===== config.mk =====
export PLATFORM = sky130hd
export DESIGN_NAME = id_ex_stage_flat
export DESIGN_NICKNAME = d
export VERILOG_FILES = /design/src/rtl/pipe_pkg.sv /design/src/rtl/id_ex_stage_if.sv /design/src/rtl/id_ex_stage_hazard_detect.sv /design/src/rtl/id_ex_stage.sv /design/src/flat_wrapper.sv
export SDC_FILE = /design/constraint.sdc
export NUM_CORES = 1
export LEC_CHECK = 0
export ABC_CLOCK_PERIOD_IN_PS = 2600
export BUFFER_PORTS_ARGS = -buffer_cell sky130_fd_sc_hd__buf_2
export CAP_MARGIN = 10
export CORE_AREA = 2 2 140 142
export CTS_CLUSTER_SIZE = 24
export DETAILED_ROUTE_END_ITERATION = 7
export DIE_AREA = 0 0 142 144
export SYNTH_ARGS = -nofsm -noshare
export SYNTH_HDL_FRONTEND = slang
export SYNTH_SLANG_ARGS = --single-unit

===== constraint.sdc =====
create_clock -name clk -period 2.6 [get_ports clk]
set_input_delay 0.39 -clock clk [delete_from_list [all_inputs] [get_ports clk]]
set_output_delay 0.39 -clock clk [all_outputs]
set_load 0.02 [all_outputs]

===== src/rtl/pipe_pkg.sv =====
// Shared pipeline types for the ID/EX stage.
//   XLEN_DEFAULT  default datapath width
//   REG_X0        hardwired-zero register index
//   alu_op_e      4-bit ALU operation encoding
//   id_ex_t       one ID/EX pipeline register entry; ID_EX_BUBBLE is the empty entry
//   wb_hit        true when the WB write port targets a given source register
package pipe_pkg;

    localparam int unsigned XLEN_DEFAULT = 32;
    localparam logic [4:0]  REG_X0       = 5'd0;

    typedef enum logic [3:0] {
        AluAdd   = 4'd0,
        AluSub   = 4'd1,
        AluSll   = 4'd2,
        AluSlt   = 4'd3,
        AluSltu  = 4'd4,
        AluXor   = 4'd5,
        AluSrl   = 4'd6,
        AluSra   = 4'd7,
        AluOr    = 4'd8,
        AluAnd   = 4'd9,
        AluLui   = 4'd10,
        AluPassB = 4'd11
    } alu_op_e;

    typedef struct packed {
        logic                    valid;
        logic [XLEN_DEFAULT-1:0] pc;
        logic [4:0]              rs1;
        logic [4:0]              rs2;
        logic [4:0]              rd;
        logic [XLEN_DEFAULT-1:0] op1;
        logic [XLEN_DEFAULT-1:0] op2;
        logic [XLEN_DEFAULT-1:0] imm;
        logic                    reg_write;
        logic                    mem_read;
        logic                    mem_write;
        logic                    alu_src;
        alu_op_e                 alu_op;
    } id_ex_t;

    // All-zero entry: not valid and writes nothing, so forwarding/hazard logic ignore it.
    localparam id_ex_t ID_EX_BUBBLE = '0;

    function automatic logic wb_hit(input logic reg_write_wb, input logic [4:0] rd_wb,
                                    input logic [4:0] rs);
        return reg_write_wb && (rd_wb != REG_X0) && (rd_wb == rs);
    endfunction

endpackage


===== src/rtl/id_ex_stage_if.sv =====
// Signal bundle between decode, write-back and the ID/EX stage.
//   master: drives ID fields, WB write port and flushEx; observes EX outputs
//   slave : the ID/EX stage itself
interface id_ex_stage_if #(
    parameter int unsigned XLEN  = 32,
    parameter int unsigned CNT_W = 16
);
    // ID side
    logic            validId;
    logic [XLEN-1:0] pcId;
    logic [4:0]      rs1Id, rs2Id, rdId;
    logic            useRs1Id, useRs2Id;
    logic [XLEN-1:0] rdata1Id, rdata2Id, immId;
    logic            regWriteId, memReadId, memWriteId, aluSrcId;
    logic [3:0]      aluOpId;
    // WB write port and EX redirect
    logic [4:0]      rdWb;
    logic            regWriteWb;
    logic [XLEN-1:0] wbData;
    logic            flushEx;
    // Stage outputs
    logic            stallIf;
    logic            validEx;
    logic [XLEN-1:0] pcEx;
    logic [4:0]      rs1Ex, rs2Ex, rdEx;
    logic [XLEN-1:0] op1Ex, op2Ex, immEx;
    logic            regWriteEx, memReadEx, memWriteEx, aluSrcEx;
    logic [3:0]      aluOpEx;
    logic [CNT_W-1:0] stallCount;

    modport master (
        output validId, pcId, rs1Id, rs2Id, rdId, useRs1Id, useRs2Id, rdata1Id, rdata2Id,
               immId, regWriteId, memReadId, memWriteId, aluSrcId, aluOpId,
               rdWb, regWriteWb, wbData, flushEx,
        input  stallIf, validEx, pcEx, rs1Ex, rs2Ex, rdEx, op1Ex, op2Ex, immEx,
               regWriteEx, memReadEx, memWriteEx, aluSrcEx, aluOpEx, stallCount
    );

    modport slave (
        input  validId, pcId, rs1Id, rs2Id, rdId, useRs1Id, useRs2Id, rdata1Id, rdata2Id,
               immId, regWriteId, memReadId, memWriteId, aluSrcId, aluOpId,
               rdWb, regWriteWb, wbData, flushEx,
        output stallIf, validEx, pcEx, rs1Ex, rs2Ex, rdEx, op1Ex, op2Ex, immEx,
               regWriteEx, memReadEx, memWriteEx, aluSrcEx, aluOpEx, stallCount
    );

endinterface


===== src/rtl/id_ex_stage_hazard_detect.sv =====
// Combinational load-use hazard detector.
//   valid_ex_i, mem_read_ex_i, rd_ex_i : load currently in EX
//   valid_id_i, rs*_id_i, use_rs*_id_i : source operands of the ID instruction
//   load_use_o                         : ID instruction needs the load result too early
module hazard_detect
    import pipe_pkg::*;
(
    input  logic       valid_ex_i,
    input  logic       mem_read_ex_i,
    input  logic [4:0] rd_ex_i,
    input  logic       valid_id_i,
    input  logic [4:0] rs1_id_i,
    input  logic [4:0] rs2_id_i,
    input  logic       use_rs1_id_i,
    input  logic       use_rs2_id_i,
    output logic       load_use_o
);

    always_comb begin
        load_use_o = valid_ex_i & mem_read_ex_i & (rd_ex_i != REG_X0) & valid_id_i &
                     ((use_rs1_id_i & (rd_ex_i == rs1_id_i)) |
                      (use_rs2_id_i & (rd_ex_i == rs2_id_i)));
    end

endmodule


===== src/rtl/id_ex_stage.sv =====
// ID/EX pipeline register with load-use stall, bubble insertion, EX flush and WB->ID bypass.
//   clk, rst_n : clock, synchronous active-low reset
//   bus        : ID inputs, WB write port, flushEx in; registered EX fields, stallIf and
//                saturating load-use stall counter out
module id_ex_stage
    import pipe_pkg::*;
#(
    parameter int unsigned XLEN  = XLEN_DEFAULT,
    parameter int unsigned CNT_W = 16
) (
    input  logic          clk,
    input  logic          rst_n,
    id_ex_stage_if.slave  bus
);

    id_ex_t           ex_q, ex_d;
    logic [CNT_W-1:0] stall_cnt_q, stall_cnt_d;
    logic             load_use;
    logic             stall;
    logic [XLEN-1:0]  op1_byp, op2_byp;

    hazard_detect u_hazard_detect (
        .valid_ex_i    (ex_q.valid),
        .mem_read_ex_i (ex_q.mem_read),
        .rd_ex_i       (ex_q.rd),
        .valid_id_i    (bus.validId),
        .rs1_id_i      (bus.rs1Id),
        .rs2_id_i      (bus.rs2Id),
        .use_rs1_id_i  (bus.useRs1Id),
        .use_rs2_id_i  (bus.useRs2Id),
        .load_use_o    (load_use)
    );

    always_comb begin
        // Register file writes and reads in the same cycle: take the value being written.
        op1_byp = wb_hit(bus.regWriteWb, bus.rdWb, bus.rs1Id) ? bus.wbData : bus.rdata1Id;
        op2_byp = wb_hit(bus.regWriteWb, bus.rdWb, bus.rs2Id) ? bus.wbData : bus.rdata2Id;

        // A flush discards the ID instruction, so holding it upstream would be pointless.
        stall = load_use & ~bus.flushEx & rst_n;

        ex_d        = ID_EX_BUBBLE;
        stall_cnt_d = stall_cnt_q;
        if (bus.flushEx) begin
            ex_d = ID_EX_BUBBLE;
        end else if (load_use) begin
            ex_d = ID_EX_BUBBLE;
            if (stall_cnt_q != {CNT_W{1'b1}}) begin
                stall_cnt_d = stall_cnt_q + 1'b1;
            end
        end else begin
            ex_d.valid     = bus.validId;
            ex_d.pc        = bus.pcId;
            ex_d.rs1       = bus.rs1Id;
            ex_d.rs2       = bus.rs2Id;
            ex_d.rd        = bus.rdId;
            ex_d.op1       = op1_byp;
            ex_d.op2       = op2_byp;
            ex_d.imm       = bus.immId;
            ex_d.reg_write = bus.validId & bus.regWriteId;
            ex_d.mem_read  = bus.validId & bus.memReadId;
            ex_d.mem_write = bus.validId & bus.memWriteId;
            ex_d.alu_src   = bus.aluSrcId;
            ex_d.alu_op    = alu_op_e'(bus.aluOpId);
        end
    end

    always_ff @(posedge clk) begin
        if (!rst_n) begin
            ex_q        <= ID_EX_BUBBLE;
            stall_cnt_q <= '0;
        end else begin
            ex_q        <= ex_d;
            stall_cnt_q <= stall_cnt_d;
        end
    end

    always_comb begin
        bus.stallIf    = stall;
        bus.validEx    = ex_q.valid;
        bus.pcEx       = ex_q.pc;
        bus.rs1Ex      = ex_q.rs1;
        bus.rs2Ex      = ex_q.rs2;
        bus.rdEx       = ex_q.rd;
        bus.op1Ex      = ex_q.op1;
        bus.op2Ex      = ex_q.op2;
        bus.immEx      = ex_q.imm;
        bus.regWriteEx = ex_q.reg_write;
        bus.memReadEx  = ex_q.mem_read;
        bus.memWriteEx = ex_q.mem_write;
        bus.aluSrcEx   = ex_q.alu_src;
        bus.aluOpEx    = ex_q.alu_op;
        bus.stallCount = stall_cnt_q;
    end

endmodule


===== src/flat_wrapper.sv =====
// flat-port wrapper written by rule: the top's interface ports become plain ports
module id_ex_stage_flat import pipe_pkg::*;
#(
    parameter int unsigned XLEN  = XLEN_DEFAULT,
    parameter int unsigned CNT_W = 16
)
  (clk, rst_n, bus_validId, bus_pcId, bus_rs1Id, bus_rs2Id, bus_rdId, bus_useRs1Id, bus_useRs2Id, bus_rdata1Id, bus_rdata2Id, bus_immId, bus_regWriteId, bus_memReadId, bus_memWriteId, bus_aluSrcId, bus_aluOpId, bus_rdWb, bus_regWriteWb, bus_wbData, bus_flushEx, bus_stallIf, bus_validEx, bus_pcEx, bus_rs1Ex, bus_rs2Ex, bus_rdEx, bus_op1Ex, bus_op2Ex, bus_immEx, bus_regWriteEx, bus_memReadEx, bus_memWriteEx, bus_aluSrcEx, bus_aluOpEx, bus_stallCount);
  id_ex_stage_if #(.XLEN(XLEN), .CNT_W(CNT_W)) bus_i ();
  input  logic clk;
  input  logic rst_n;
  input wire logic [$bits(bus_i.validId)-1:0] bus_validId;
  input wire logic [$bits(bus_i.pcId)-1:0] bus_pcId;
  input wire logic [$bits(bus_i.rs1Id)-1:0] bus_rs1Id;
  input wire logic [$bits(bus_i.rs2Id)-1:0] bus_rs2Id;
  input wire logic [$bits(bus_i.rdId)-1:0] bus_rdId;
  input wire logic [$bits(bus_i.useRs1Id)-1:0] bus_useRs1Id;
  input wire logic [$bits(bus_i.useRs2Id)-1:0] bus_useRs2Id;
  input wire logic [$bits(bus_i.rdata1Id)-1:0] bus_rdata1Id;
  input wire logic [$bits(bus_i.rdata2Id)-1:0] bus_rdata2Id;
  input wire logic [$bits(bus_i.immId)-1:0] bus_immId;
  input wire logic [$bits(bus_i.regWriteId)-1:0] bus_regWriteId;
  input wire logic [$bits(bus_i.memReadId)-1:0] bus_memReadId;
  input wire logic [$bits(bus_i.memWriteId)-1:0] bus_memWriteId;
  input wire logic [$bits(bus_i.aluSrcId)-1:0] bus_aluSrcId;
  input wire logic [$bits(bus_i.aluOpId)-1:0] bus_aluOpId;
  input wire logic [$bits(bus_i.rdWb)-1:0] bus_rdWb;
  input wire logic [$bits(bus_i.regWriteWb)-1:0] bus_regWriteWb;
  input wire logic [$bits(bus_i.wbData)-1:0] bus_wbData;
  input wire logic [$bits(bus_i.flushEx)-1:0] bus_flushEx;
  output wire logic [$bits(bus_i.stallIf)-1:0] bus_stallIf;
  output wire logic [$bits(bus_i.validEx)-1:0] bus_validEx;
  output wire logic [$bits(bus_i.pcEx)-1:0] bus_pcEx;
  output wire logic [$bits(bus_i.rs1Ex)-1:0] bus_rs1Ex;
  output wire logic [$bits(bus_i.rs2Ex)-1:0] bus_rs2Ex;
  output wire logic [$bits(bus_i.rdEx)-1:0] bus_rdEx;
  output wire logic [$bits(bus_i.op1Ex)-1:0] bus_op1Ex;
  output wire logic [$bits(bus_i.op2Ex)-1:0] bus_op2Ex;
  output wire logic [$bits(bus_i.immEx)-1:0] bus_immEx;
  output wire logic [$bits(bus_i.regWriteEx)-1:0] bus_regWriteEx;
  output wire logic [$bits(bus_i.memReadEx)-1:0] bus_memReadEx;
  output wire logic [$bits(bus_i.memWriteEx)-1:0] bus_memWriteEx;
  output wire logic [$bits(bus_i.aluSrcEx)-1:0] bus_aluSrcEx;
  output wire logic [$bits(bus_i.aluOpEx)-1:0] bus_aluOpEx;
  output wire logic [$bits(bus_i.stallCount)-1:0] bus_stallCount;
  assign bus_i.validId = bus_validId;
  assign bus_i.pcId = bus_pcId;
  assign bus_i.rs1Id = bus_rs1Id;
  assign bus_i.rs2Id = bus_rs2Id;
  assign bus_i.rdId = bus_rdId;
  assign bus_i.useRs1Id = bus_useRs1Id;
  assign bus_i.useRs2Id = bus_useRs2Id;
  assign bus_i.rdata1Id = bus_rdata1Id;
  assign bus_i.rdata2Id = bus_rdata2Id;
  assign bus_i.immId = bus_immId;
  assign bus_i.regWriteId = bus_regWriteId;
  assign bus_i.memReadId = bus_memReadId;
  assign bus_i.memWriteId = bus_memWriteId;
  assign bus_i.aluSrcId = bus_aluSrcId;
  assign bus_i.aluOpId = bus_aluOpId;
  assign bus_i.rdWb = bus_rdWb;
  assign bus_i.regWriteWb = bus_regWriteWb;
  assign bus_i.wbData = bus_wbData;
  assign bus_i.flushEx = bus_flushEx;
  assign bus_stallIf = bus_i.stallIf;
  assign bus_validEx = bus_i.validEx;
  assign bus_pcEx = bus_i.pcEx;
  assign bus_rs1Ex = bus_i.rs1Ex;
  assign bus_rs2Ex = bus_i.rs2Ex;
  assign bus_rdEx = bus_i.rdEx;
  assign bus_op1Ex = bus_i.op1Ex;
  assign bus_op2Ex = bus_i.op2Ex;
  assign bus_immEx = bus_i.immEx;
  assign bus_regWriteEx = bus_i.regWriteEx;
  assign bus_memReadEx = bus_i.memReadEx;
  assign bus_memWriteEx = bus_i.memWriteEx;
  assign bus_aluSrcEx = bus_i.aluSrcEx;
  assign bus_aluOpEx = bus_i.aluOpEx;
  assign bus_stallCount = bus_i.stallCount;
  id_ex_stage #(.XLEN(XLEN), .CNT_W(CNT_W)) u_core (.clk(clk), .rst_n(rst_n), .bus(bus_i));
endmodule

* After elaboration in Yosys (flattened, before gate mapping)
Cells that the tools add are included.
** Storage, ports and cells
- Bits in registers :: 168
- Logic and storage cells :: 43
** Operators by class
- $add $sub $neg :: 1
- Eq/ne operators :: 5
- Multiplexer cells :: 2
- Bitwise logic cells :: 14
- Reductions and logical operators :: 7
** Operator list (count)
- 32-bit 2-to-1 mux :: 2
- 5-bit == test :: 4
- 16-bit by 1-bit adder with 16-bit output, second input constant :: 1
- 16-bit != test, second input constant :: 1
- 1-bit bitwise AND :: 11
- 5-bit nonzero test :: 2
- 1-bit logical AND :: 3
- 3-bit AND reduction :: 1
- 3-bit OR reduction :: 1
- 1-bit inverter :: 2
- 1-bit bitwise OR :: 1

* Depth between registers and ports, before layout
- Depth in word-level cells :: 6
- Depth in mapped cells :: 7
- Mapped depth without buffers :: 6

* Hierarchy
A second synthesis with hierarchy kept.
** Unflattened totals
- Cells, all modules :: 557
- Area total of the unflattened synthesis :: 5849.4 µm²
** Modules (own cells, without submodules)
- id_ex_stage :: times used 1, cells an instance 540, area each 5718.0 µm², sequential area each 3363.2 µm²
- hazard_detect :: times used 1, cells an instance 17, area each 131.4 µm², sequential area each 0.0 µm²

* Least setup slack after synthesis
No wires, ideal clock.
- Path kind :: register -> output
- Start point :: register u_core.ex_q, in the netlist u_core.bus.rdEx[3]
- End point :: output bus_stallIf
- Data arrival time :: 1.844 ns
- Data required time :: 2.210 ns
- Path slack :: 0.366 ns
- Stages on the path, launching flop included :: 6
- Buffers on the path :: 1
- Cell sequence :: dfxtp_1 -> xor2_1 -> nor4_2 -> a32oi_2 -> clkbuf_1 -> nor3_1
** Between the ends
- Cells in the longest elaborated chain, start to end :: 6
- Elaborated cells on any way between the ends :: 11
- Classes of those cells :: eq/ne (2); bitwise (8); reduce/logical (1)
** Ends and longest elaborated chain
- start, declared :: line id_ex_stage.sv:16 : id_ex_t ex_q, ex_d;
- start signal, assigned :: line id_ex_stage.sv:70 : ex_q <= ID_EX_BUBBLE;
- start signal, assigned :: line id_ex_stage.sv:73 : ex_q <= ex_d;
- 5-bit == test (tied with other cells) :: line id_ex_stage_hazard_detect.sv:21 : ((use_rs1_id_i & (rd_ex_i == rs1_id_i)) |
- 1-bit bitwise AND (on tied branches) :: line id_ex_stage_hazard_detect.sv:21, id_ex_stage_hazard_detect.sv:20, id_ex_stage_hazard_detect.sv:22
- 1-bit bitwise OR / 1-bit bitwise AND (equally long branches) :: line id_ex_stage_hazard_detect.sv:21, id_ex_stage_hazard_detect.sv:20
- 1-bit bitwise AND (*) :: line id_ex_stage_hazard_detect.sv:20 : load_use_o = valid_ex_i & mem_read_ex_i & (rd_ex_i != REG_X0) & valid_id_i &
- 1-bit bitwise AND (*) (2 in a row) :: line id_ex_stage.sv:40 : stall = load_use & ~bus.flushEx & rst_n;
- end, declared :: line flat_wrapper.sv:30 : output wire logic [$bits(bus_i.stallIf)-1:0] bus_stallIf;
Mark *: on every way between the ends. The rest lies on a longest branch, timed or not.

* Worst setup path in the final report
Same ends and word-level chain as after synthesis.

==> results.md <==
- Root buffer cell: clkbuf_16
- Crit path launch type: flop
- Avg WL per Cell: 15.7 um
- Clock sinks: 168
- Placer Congestion: 0.780
- Placed cell count: 1115
- Hold Worst Slack: 165 ps
- Clk Latency, worst-skew pair: 420 ps
- Post-CTS Setup Bufs: 0
- CP peak stage delay: 430 ps
- Vias: 5050
- Max Fclk: 412 MHz
- Ratio of cells with drive above 1 in the final layout: 46.1%
- Total grt overflow: 0
- LEAKAGE: 4.06 nW
- Final Hold Viols: 0
- Clock buffer depth: 2
- Layout area overhead: 43.7%
- Post-DP Area: 7930 um^2
- Sum of negative setup slack: 0 ps
- Die W: 142 um
- FFs w/ async S/R, synth: 0%
- Synthesis Warnings: 0
- Number of hold buffers added after cts: 0
- Final nets: 1092
- Non-Filler Instances: 1153
- Hold/Removal Path Class: primary input to flop
- Worst setup path class: flop to output port
- Switch Pwr: 0.00142 W
- Pwr/cell area: 682 nW/um^2
- WHS Path Cells: 2
- Count of state elements after synthesis: 168
- First-pass GRT wire length: 26300 um
- Setup repair after global routing missed its margin: no
- Final Setup Violations: 0
- PortBufs: 363
- Logic pwr share: 10.2%
- I/O pins: 364
- Worst setup EP type: output port
- Final core occ: 44.8%
- Vias per std cell: 4.38
- Std cell rows: 51
- Die H: 144 um
- Number of DRC markers in iteration 0: 119
- Core ar.: 19100 um^2
- Outcome: completed
- Syn_area_per_cell: 11.1 um^2
- Vias in the first global route: 4710
- Maxcap violations: 0
- TritonRoute pass-1 iters: 6
- CTS tree: built
- Post-synth cell types: 44
- Worst Skew: 10.9 ps
- CTS clk-pin slew, worst paths: 70 ps
- DRC viols: 0
- Overall Global Routing Usage: 17.0%
- CTS resizes: 0
- Post-synthesis sequential area ratio: 56.6%
- Fin crit share: 93.4%
- Min Tclk post-route: 2430 ps
- Sw Ratio: 24.3%
- Post-Syn Area: 5950 um^2
- Syn Nets: 731
- VDD IR max: 0.000412 V
- Num CTS Buffers: 17
- R2R cell count: 4
- WL final: 18100 um
- Commonest non-fill, non-tap cell in the layout: buf_2
- Most frequent cells in the layout: buf_2, dfxtp_1, and2_1
- Largest net degree at the start of global routing: 89
- DP Wirelength: 14000 um
- Syn Inst Count: 535
- Post-synth top flop: dfxtp_1
- Clock network power share: 43.6%
- Initial antenna violation count: 8
- Finished Cell Area: 8540 um^2
- Slowest stage cell, crit path: dfxtp_1
- Initial core utilization: 31.2%
- Relative slew slack: 44.9%
- Worst Path Arrival: 2040 ps
- Die area: 20400 um^2
- Final ANT Viol Nets: 0
- Pint: 0.00441 W
- Number of flops mapped to enable cells by yosys: 0
- Max FO, Critical Path: 4
- H-tree depth: 4
- Worst EP required: 2210 ps
- Worst Tran Pin Value: 827 ps
- Fill count: 1893
- Worst path cell trace: xor2_1, nor4_2, a32oi_2, nor3_1, buf_2
- Sequential Power Share: 46.3%
- Max Slew Vio Count: 0
==> final timing paths <==
| check | endpoint | start | slack (ps) |
|---|---|---|---|
| setup / recovery | bus_stallIf | u_core.bus.rdEx[3] | 170 |
| hold reg to reg | u_core.bus.stallCount[1] | u_core.bus.stallCount[1] | 500 |
| setup reg to reg | u_core.bus.immEx[26] | u_core.bus.rdEx[1] | 420 |
| hold / removal | u_core.bus.pcEx[14] | bus_pcId[14] | 170 |
==> cell families after synthesis <==
| logic type | count (synthesis) | synth area share, % |
|---|---|---|
| muxes | 72 | 12.1 |
| and+or+nand+nor | 222 | 21.4 |
| buffers and inverters | 30 | 3.58 |
| DFF | 168 | 56.6 |
| adders and majority gates | 1 | 0.210 |
| AOI/OAI and AO/OA | 22 | 3.20 |
| xor gates and xnor gates | 20 | 2.95 |
==> state kept, by name (all words and copies together), names as in the netlist, 4 cells and up <==
signal	cells
u_core.bus.aluOpEx	4
u_core.bus.immEx	32
u_core.bus.op1Ex	32
u_core.bus.op2Ex	32
u_core.bus.pcEx	32
u_core.bus.rdEx	5
u_core.bus.rs1Ex	5
u_core.bus.rs2Ex	5
u_core.bus.stallCount	16
==> power groups by stage <==
stage	Combinational (W)	Sequential [W]	Clock [W]
detailed placement	0.000602	0.00275	0
global route	0.000648	0.00270	0.00273
global placement	0.000598	0.00275	0
finish	0.000594	0.00269	0.00254
floorplan	0.000189	0.00288	0
CTS	0.000604	0.00269	0.00262
==> per-stage QoR <==
| step | setup WS [ps] | total power, W |
|---|---|---|
| 6_report | 171 | 0.00583 |
| 2_1_floorplan | 366 | 0.00307 |
| 3_5_place_dp | 223 | 0.00335 |
| 3_3_place_gp | 299 | 0.00335 |
| 5_1_grt | 17.1 | 0.00608 |
| 4_1_cts | 115 | 0.00592 |
==> synth_stat cells, drive strengths merged, types with 2 or more instances <==
cell type  count  area share (%)
nor4           9             2.1
and2          86             9.0
nand3b         2            0.25
nand2         13            0.86
or3            5            0.53
nand4          6            0.63
xor2          12             1.8
o2111ai        2            0.40
o311ai         2            0.29
and3           4            0.42
nand2b         9            0.95
nor3           3            0.34
nand3          8            0.67
nor2          69             4.4
o31ai          2            0.25
or4            5            0.69
mux2i         72              12
xnor2          8             1.2
a21oi          4            0.34
o41ai          2            0.29
o21ai          4            0.40
clkbuf         9            0.69
inv            2            0.13
dfxtp        168              57
buf           19             2.8
==> metal layers <==
| metal | part of all wire (%) | global-route usage (%) | wire length (um) | vias to the layer above |
|---|---|---|---|---|
| li1 | - | - | - | 2512 |
| met1 | 42 | 20.1 | 7530 | 2319 |
| met2 | 49 | 27.9 | 8810 | 202 |
| met3 | 8.8 | 7.28 | 1590 | 13 |
| met4 | 0.93 | 5.26 | 169 | 4 |
| met5 | 0.19 | 0 | 35 | - |
==> cell type report <==
type / instances / area [um^2] / share of cell area (%)
diodes: 6 / 15.0 / 0.176
clock buffers: 20 / 457 / 5.35
clock inverters: 12 / 139 / 1.63
inverters: 2 / 7.51 / 0.0879
multi-input cells: 337 / 2380 / 27.9
flip-flops and latches: 168 / 3360 / 39.4
well taps: 238 / 298 / 3.49
repair buffers: 370 / 1880 / 22.0
==> critical path, delay by kind of cell, from the launching register on <==
family,cells,cell delay (ps)
AND/OR/NAND/NOR,2,620
buffers and inverters,1,230
AO/OA/AOI/OAI,1,220
flip-flops,1,430
XOR/XNOR,1,120
Power figures use the tool's default switching activity.
